### config.mk
export PLATFORM = sky130hd
export DESIGN_NAME = exec_stat_counters
export DESIGN_NICKNAME = d
export VERILOG_FILES = /design/src/rtl/stat_pkg.sv /design/src/rtl/sat_counter.sv /design/src/rtl/exec_stat_counters.sv
export SDC_FILE = /design/constraint.sdc
export NUM_CORES = 1
export LEC_CHECK = 0
export ABC_AREA = 1
export BUFFER_PORTS_ARGS = -buffer_cell sky130_fd_sc_hd__buf_2
export CORE_MARGIN = 5
export CORE_UTILIZATION = 57
export DETAILED_ROUTE_END_ITERATION = 8
export PLACE_DENSITY = 0.84
export SYNTH_ARGS = -nofsm -noshare
export SYNTH_HDL_FRONTEND = slang
export SYNTH_HIERARCHICAL = 1
export SYNTH_SLANG_ARGS = --single-unit
export TNS_END_PERCENT = 100
### constraint.sdc
create_clock -name clk -period 1.95 [get_ports clk]
set_input_delay 0.195 -clock clk [delete_from_list [all_inputs] [get_ports clk]]
set_output_delay 0.195 -clock clk [all_outputs]
set_load 0.01 [all_outputs]
### src/rtl/stat_pkg.sv
// rtl/stat_pkg.sv - shared constants for the retired-instruction statistics block
package stat_pkg;

    localparam int STAT_WIDTH = 32;

    typedef enum logic {
        ST_RUN    = 1'b0,
        ST_HALTED = 1'b1
    } run_state_t;

endpackage

### src/rtl/sat_counter.sv
// rtl/sat_counter.sv - saturating up-counter with synchronous clear
module sat_counter #(
    parameter int WIDTH = 32
) (
    input  logic             clk,
    input  logic             rst,
    input  logic             clr,
    input  logic             inc,
    output logic [WIDTH-1:0] count
);

    localparam logic [WIDTH-1:0] ONE = {{(WIDTH-1){1'b0}}, 1'b1};

    // Clear beats increment, so a clear coinciding with an event leaves zero.
    always_ff @(posedge clk) begin
        if (rst || clr) begin
            count <= '0;
        end else if (inc && (count != '1)) begin
            count <= count + ONE;
        end
    end

endmodule

### src/rtl/exec_stat_counters.sv
// rtl/exec_stat_counters.sv - write-back statistics counters with syscall halt / go resume
module exec_stat_counters
    import stat_pkg::*;
#(
    parameter int WIDTH = STAT_WIDTH
) (
    input  logic             clk,
    input  logic             rst,
    input  logic             wb_valid,
    input  logic             wb_is_branch,
    input  logic             wb_is_jump,
    input  logic             wb_taken,
    input  logic             wb_halt,
    input  logic             go,
    input  logic             clear,
    output logic [WIDTH-1:0] total,
    output logic [WIDTH-1:0] conditional_jmp,
    output logic [WIDTH-1:0] unconditional_jmp,
    output logic [WIDTH-1:0] successful_conditional_jmp,
    output logic             halted
);

    run_state_t state;
    run_state_t state_next;
    logic       go_d;
    logic       go_rise;
    logic       run;

    assign go_rise = go & ~go_d;
    assign run     = (state == ST_RUN);
    assign halted  = (state == ST_HALTED);

    always_ff @(posedge clk) begin
        if (rst) begin
            state <= ST_RUN;
            go_d  <= 1'b0;
        end else begin
            state <= state_next;
            go_d  <= go;
        end
    end

    // go is only looked at while halted, so a halt in RUN always wins.
    always_comb begin
        state_next = state;
        case (state)
            ST_RUN:    if (wb_valid && wb_halt) state_next = ST_HALTED;
            ST_HALTED: if (go_rise)             state_next = ST_RUN;
            default:   state_next = ST_RUN;
        endcase
    end

    logic inc_total;
    logic inc_cond;
    logic inc_uncond;
    logic inc_taken;

    assign inc_total  = run & wb_valid;
    assign inc_cond   = inc_total & wb_is_branch;
    assign inc_uncond = inc_total & wb_is_jump;
    assign inc_taken  = inc_cond & wb_taken;

    sat_counter #(.WIDTH(WIDTH)) u_total (
        .clk(clk), .rst(rst), .clr(clear), .inc(inc_total), .count(total)
    );

    sat_counter #(.WIDTH(WIDTH)) u_cond (
        .clk(clk), .rst(rst), .clr(clear), .inc(inc_cond), .count(conditional_jmp)
    );

    sat_counter #(.WIDTH(WIDTH)) u_uncond (
        .clk(clk), .rst(rst), .clr(clear), .inc(inc_uncond), .count(unconditional_jmp)
    );

    sat_counter #(.WIDTH(WIDTH)) u_taken (
        .clk(clk), .rst(rst), .clr(clear), .inc(inc_taken), .count(successful_conditional_jmp)
    );

endmodule
==> results.md, run 1 <==
- Status: completed
- Antenna Nets Post-Route: 0
- Avg Inst Size Synth: 6.19 um2
- Final setup viols: 0
- Post-Syn Nets: 1,342
- CP bufs+invs: 0
- Sequential fraction of the synthesis area: 31.6%
- Xor-xnor portion of the synthesized cell area: 0.852%
- CP top delay family: simple AND/OR/NAND/NOR gates
- Warnings, synthesis: 6
- Clk Latency, worst-skew pair: 0.42 ns
- Largest cells by area after synthesis: dfxtp_1 32%, nand2_1 17%, nor2_1 13%
- CP endpoint kind: register
- Max-cap violation count: 0
- Detailed-route wire length per cell: 14.3 um
- Slew of the pin with the lowest slew margin: 0.617 ns
- # H-tree levels: 4
- Postcts setup bufs: 0
- Worst EP arrival: 2.18 ns
- Starting Density: 58.8%
- Mapped Area: 8220 um2
- Setup Skew: 0.00835 ns
- CTS Sinks: 130
- # DRC: 0
- Ratio of cells with drive above 1 in the final layout: 23.0%
- Final Max Slew Viols: 0
- Setup crit start kind: register
- VDD IR max: 561 uV
- Synthesized flop and latch total: 130
- Worst Path Required: 2.26 ns
- Critical path endpoint: u_taken/count[22]$_SDFFE_PP0P_
- Total Wirelength: 24,300 um
- Hold_sp: wb_valid
- DR iter-0 viols: 1,122
- RR Endpoint: u_taken/count[22]$_SDFFE_PP0P_
- Share of the synthesized area in the top cell type: 31.6%
- Gate Count Post-Synth: 1,329
- Distinct cells, synth: 26
- Final Power: 5.94 mW
- Synth Area in Simple Gates: 51.5%
- Nets: 1,519
- Top FF cell, synth: dfxtp_1
- Max Clock Freq: 535 MHz
- DRT Pass-1 Iters: 6
- R2R setup slack: 0.08 ns
- CP cell instances: ha_1 > nand3_1 > nor2_1 > nand3_1 > nor3_1 > nand3_2 > nand2_1 > nor2_1
- Core ar.: 14,000 um2
- Cell taking the most area after synthesis: dfxtp_1
- Die ar.: 16,900 um2
- Vias per inst: 5.54
- Via count: 9,408
- Crit Path Class: reg2reg
- Worst min-delay path category: in2reg
- Bufs on Longest Clock Path: 2
- Rel. slew slack: 58.8%
- CP max stage delay: 0.38 ns
- Initial antenna violation count: 0
- Critical path fanouts, max: 5
- Final worst-path cycle share: 95.8%
- RSZ-0062 raised after global routing: true
- Port bufs: 137
- Crit path from: u_taken/count[0]$_SDFFE_PP0P_
- Largest family of logic cells by synthesized area: simple AND/OR/NAND/NOR gates
- Tmin final: 1.87 ns
- FP Rows: 43
- Slowest CP cell: dfxtp_1
- Multiplexer share of the synthesized area: 0%
- Total CTS buffers: 17
- Design Area, Final: 10000 um2
- Hold Fails Final Rpt: 0
- Pwr Density: 594 nW/um2
- Die Wd: 130 um
- Pleak: 4.11 nW
- TritonCTS clock tree: done
- Diodes inserted: 0
- Post-Synth Adder-Cell Area: 0.609%
- GPL Wtd Cong: 0.987
- IO Count: 138
- Clk slew on worst S/H paths: 0.05 ns
- Final core utilization: 71.5%
- First-pass GRT wire length: 38,700 um
- Reg2reg start: u_taken/count[0]$_SDFFE_PP0P_
- Post-synth EDFFs: 0
- DP HPWL: 17,100 um
- Vias in the first global route: 8,303
- Synth Area in Compound Gates: 6.76%
- Gr ovfl total: 0
- Area after DPL: 9240 um2
- R2R cell count: 8
- Clock Tree Root: clkbuf_16
- Largest net degree at the start of global routing: 33
- WP depth: 8
- Total global-route track usage: 27.9%
- Synth-to-Final Area Change: 21.6%
- Ys async rst share: 0%
- Die Ht: 130 um
[layer usage]
| layer | global-route usage (%) | wire length, um | vias to the layer above |
|---|---|---|---|
| met5 | 0 | 0 | - |
| met4 | 9.23 | 508 | 0 |
| met3 | 6.22 | 2310 | 62 |
| met2 | 45.8 | 11400 | 514 |
| met1 | 36.3 | 10100 | 4210 |
| li1 | - | - | 4622 |
[cells in the mapped netlist (8+ instances only)]
cell,count
nand2_1,366
nor2_1,287
nand3_1,141
dfxtp_1,130
a21oi_1,97
inv_1,97
nor3_1,32
nand3_2,28
inv_2,21
nor2_2,20
nand2_2,17
buf_6,16
a31oi_1,8
buf_2,8
nand3b_1,8
nand4_1,8
nor2_4,8
xor2_1,8
[worst min path at each step]
| stage | to | slack, ns | depth (start not counted) |
|---|---|---|---|
| floorplan | halted$_SDFF_PP0_ | 0.26 | 1 |
| global placement | go_d$_SDFF_PP0_ | 0.41 | 3 |
| detailed placement | go_d$_SDFF_PP0_ | 0.42 | 3 |
| CTS | halted$_SDFF_PP0_ | 0.05 | 3 |
| global route | halted$_SDFF_PP0_ | 0.07 | 2 |
| finish | halted$_SDFF_PP0_ | 0.06 | 3 |
[worst min-delay path: cells and delay by family]
family                 cells  cell delay, ns
AOI/OAI and AO/OA          1            0.05
buffers and inverters      1            0.11
and+or+nand+nor            1            0.07
[state kept, by name, summed over array words and instances (netlist names)]
| name | cells |
|---|---|
| go_d | 1 |
| u_cond/count | 32 |
| u_total/count | 32 |
| halted | 1 |
| u_uncond/count | 32 |
| u_taken/count | 32 |
[final cells by class]
type / count / area, um2
multi-input combinational: 1054 / 5100
fill: 1188 / 3990
sequential: 130 / 2600
timing repair buffer: 185 / 1060
clock buffer: 23 / 488
inverter: 118 / 443
tap: 180 / 225
clock inverter: 9 / 80.1
[cells by family after synthesis]
kind of cell | count (synthesis)
flops | 130
compound gates | 109
buf+inv | 150
fa+ha+maj | 4
simple gates | 928
xor+xnor | 8
[cells in the final DEF, fill, tap and decap left out, types with 2 or more instances in the layout]
cell        instances
a21oi_1            97
a31oi_1             8
buf_2             137
buf_4              46
clkbuf_1            2
clkbuf_16          17
clkbuf_8            4
clkinv_2            4
clkinvlp_4          4
dfxtp_1           130
ha_1                4
inv_1              97
inv_2              21
nand2_1           362
nand2_2            17
nand2_4             7
nand3_1           141
nand3_2            28
nand3_4             9
nand3b_1            8
nand4_1             8
nor2_1            269
nor2_2             37
nor2_4              9
nor2_8              4
nor3_1             30
nor3_2              2
o21ai_0             4
xor2_1              8
[what timing repair did]
item	4_1_cts	5_1_grt
gates resized for setup	2	29
pin swaps	0	4
hold buffers	1	0
hold endpoints to repair	1	0
gates cloned	0	5
setup endpoints to repair	3	92
[where the power goes]
part	internal [mW]	switching (mW)	total, mW
combinational	0.0646	0.143	0.207
clock	1.88	1.19	3.06
sequential	2.66	0.00563	2.67
total	4.60	1.34	5.94
[metrics by stage]
stage	hold slack (ns)	cells	worst slack [ns]	setup TNS, ns
final	0.0643	1699	0.0810	0
after global placement	0.413	1661	0.0536	0
after CTS	0.0534	1694	0.0124	0
after floorplan	0.264	1329	0.329	0
after global routing	0.0683	1699	-0.0222	-0.0471
after detailed placement	0.420	1661	0.00636	0
No activity file was read; power rests on OpenSTA's default activity.
==> run 2, diff against run 1 <==
- CORE_UTILIZATION: 57 -> 59
- CTS_BUF_LIST: unset -> sky130_fd_sc_hd__clkbuf_4 sky130_fd_sc_hd__clkbuf_8
- PLACE_DENSITY: 0.84 -> 0.86
==> results.md, run 2 (same netlist as run 1, synthesis figures left out) <==
- Status: completed
- Die Wd: 128 um (-1.6%)
- Gr ovfl total: 0 (unchanged)
- Fill count: 1,251 (+5.3%)
- Pint: 4.04 mW (-12%)
- Ratio of cells with drive above 1 in the final layout: 22.6% (-0.42 points)
- RSZ-0062 raised after global routing: true
- Postcts setup bufs: 0 (unchanged)
- Pleak: 4.02 nW (-2.1%)
- VDD IR max: 488 uV (-13%)
- First-pass GRT wire length: 39,000 um (+0.96%)
- Total global-route track usage: 28.7% (+0.86 points)
- Clk slew on worst S/H paths: 0.07 ns (+0.02 ns)
- Via count: 9,402 (-0.064%)
- Setup crit start kind: register
- Commonest non-fill, non-tap cell in the layout: nand2_1
- Clock Tree Root: clkbuf_8
- TritonCTS clock tree: done
- Crit Path Class: reg2reg
- Setup Skew: 0.0124 ns (+0.00408 ns)
- CP endpoint kind: register
- Pwr Density: 538 nW/um2 (-9.5%)
- Die ar.: 16,400 um2 (-3.1%)
- Final setup viols: 0 (unchanged)
- Antenna Nets Post-Route: 0 (unchanged)
- Clk Latency, worst-skew pair: 0.45 ns (+0.03 ns)
- Sw frac: 23.2% (+0.73 points)
- Worst EP arrival: 2.17 ns (about the same)
- Global routing's busiest layer: met2
- Area after DPL: 9240 um2 (about the same)
- Largest net degree at the start of global routing: 33 (unchanged)
- Initial antenna violation count: 1 (+1)
- FP Rows: 43 (unchanged)
- DR iter-0 viols: 887 (-21%)
- GPL Wtd Cong: 0.938 (-4.9%)
- Final worst-path cycle share: 94.4% (-1.4 points)
- Clk network pwr share: 45.4% (-6.2 points)
- Fin Hold WS: 0.0401 ns (-0.0242 ns)
- Core ar.: 13,800 um2 (-1.5%)
- Tmin final: 1.84 ns (-0.0279 ns)
- Final Max Slew Viols: 0 (unchanged)
- Finished Layout Cells: 1,697 (-0.12%)
- Commonest non-fill, non-tap cells in the layout: 364 x nand2_1, 275 x nor2_1, 141 x nand3_1
- Switching power: 1.22 mW (-8.6%)
- Vias in the first global route: 8,320 (+0.20%)
- Final Power: 5.26 mW (-12%)
- Nets: 1,516 (-0.20%)
- Max-cap violation count: 0 (unchanged)
- Power share of the sequential group: 50.7% (+5.8 points)
- # H-tree levels: 4 (unchanged)
- Critical path fanouts, max: 9 (+4)
- Detailed-route wire length per cell: 14.1 um (-1.3%)
- Worst Path Required: 2.28 ns (+0.02 ns)
- Comb pwr share: 4.0% (+0.5 points)
- Met2 usage: 46.6% (+0.77 points)
- Grt met1 use: 39.0% (+2.7 points)
- DRT Pass-1 Iters: 5 (-1)
- Synth-to-Final Area Change: 18.9%
- Port bufs: 137 (unchanged)
- Starting Density: 59.7% (+0.92 points)
- Vias per inst: 5.54 (about the same)
- Placed Instances: 1,660 (-0.060%)
- Rel. slew slack: 68.3% (+9.4 points)
- Total Wirelength: 24,000 um (-1.4%)
- CTS Sinks: 130 (unchanged)
- Slew of the pin with the lowest slew margin: 0.476 ns (-0.141 ns)
- Bufs on Longest Clock Path: 2 (unchanged)
- DP HPWL: 17,200 um (+0.60%)
- # DRC: 0 (unchanged)
- Total CTS buffers: 17 (unchanged)
- Die Ht: 128 um (-1.6%)
- Max Clock Freq: 543 MHz (+1.5%)
- IO Count: 138 (unchanged)
- Worst min-delay path category: in2reg
- Met3 track demand over resource: 6.08% (-0.14 points)
- Design Area, Final: 9780 um2 (-2.2%)
- Hold Fails Final Rpt: 0 (unchanged)
-- run 2: changes by cell type in the layout (fill, tap and decap cells not counted), sizes merged --
| cell | delta |
|---|---|
| diode | +1 |
| clkinvlp | -1 |
| nand3 | -2 |
| bufinv | +1 |
| buf | -1 |
-- run 2: what timing repair did --
item	CTS	global route
hold endpoints to repair	1	0
endpoints found under the setup margin	6	77
gates cloned	0	3
pin swaps	0	1
hold buffers	1	0
resized for setup	2	19
-- run 2: power groups by stage --
stage          clock network, mW  registers (mW)  logic [mW]
3_3_place_gp                   0            2.72       0.198
6_report                    2.38            2.66       0.209
4_1_cts                     2.42            2.66       0.204
5_1_grt                     2.56            2.66       0.233
2_1_floorplan                  0            2.73       0.126
3_5_place_dp                   0            2.72       0.201
-- run 2: final cells by class --
class                      count  area (um2)  share of cell area [%]
sequential                   130        2600                    26.6
clock buffer                  23         310                    3.17
antenna                        1        2.50                  0.0256
tap                          180         225                    2.30
multi-input combinational   1052        5040                    51.5
clock inverter                 9         103                    1.05
timing repair buffer         184        1050                    10.8
inverter                     118         443                    4.53
-- run 2: path summary, 6_finish.rpt --
path	start	endpoint	slack, ns	cells past startpoint
worst max-delay path	halted$_SDFF_PP0_	u_total/count[25]$_SDFFE_PP0P_	0.11	12
worst min-delay path	rst	go_d$_SDFF_PP0_	0.04	2
worst max register to register	halted$_SDFF_PP0_	u_total/count[25]$_SDFFE_PP0P_	0.11	12
worst min register to register	u_total/count[1]$_SDFFE_PP0P_	u_total/count[1]$_SDFFE_PP0P_	0.51	2
-- run 2: stage by stage --
step | setup slack (ns) | TNS (ns) | util (%)
3_3_place_gp | 0.0735 | 0 | 67.1
4_1_cts | 0.0250 | 0 | 70.2
2_1_floorplan | 0.329 | 0 | -
6_report | 0.109 | 0 | 71.0
3_5_place_dp | 0.0210 | 0 | 67.1
5_1_grt | -0.0650 | -0.0987 | 71.0
-- run 2: worst max-delay path, stage by stage (launching register included) --
cell     delay (ns)
dfxtp_1        0.32
inv_2          0.06
nand2_2        0.08
inv_1          0.10
inv_2          0.10
nor2_1         0.31
nand2_1        0.19
inv_1          0.11
nand2_1        0.06
nor2_1         0.21
nand3_2        0.09
nand2_1        0.07
nor2_1         0.04
-- run 2: per-layer routing --
layer	share of wire, %	routed length, um
met5	0	0
met3	8.2	1970
met4	2.1	511
met1	43	10400
met2	47	11200
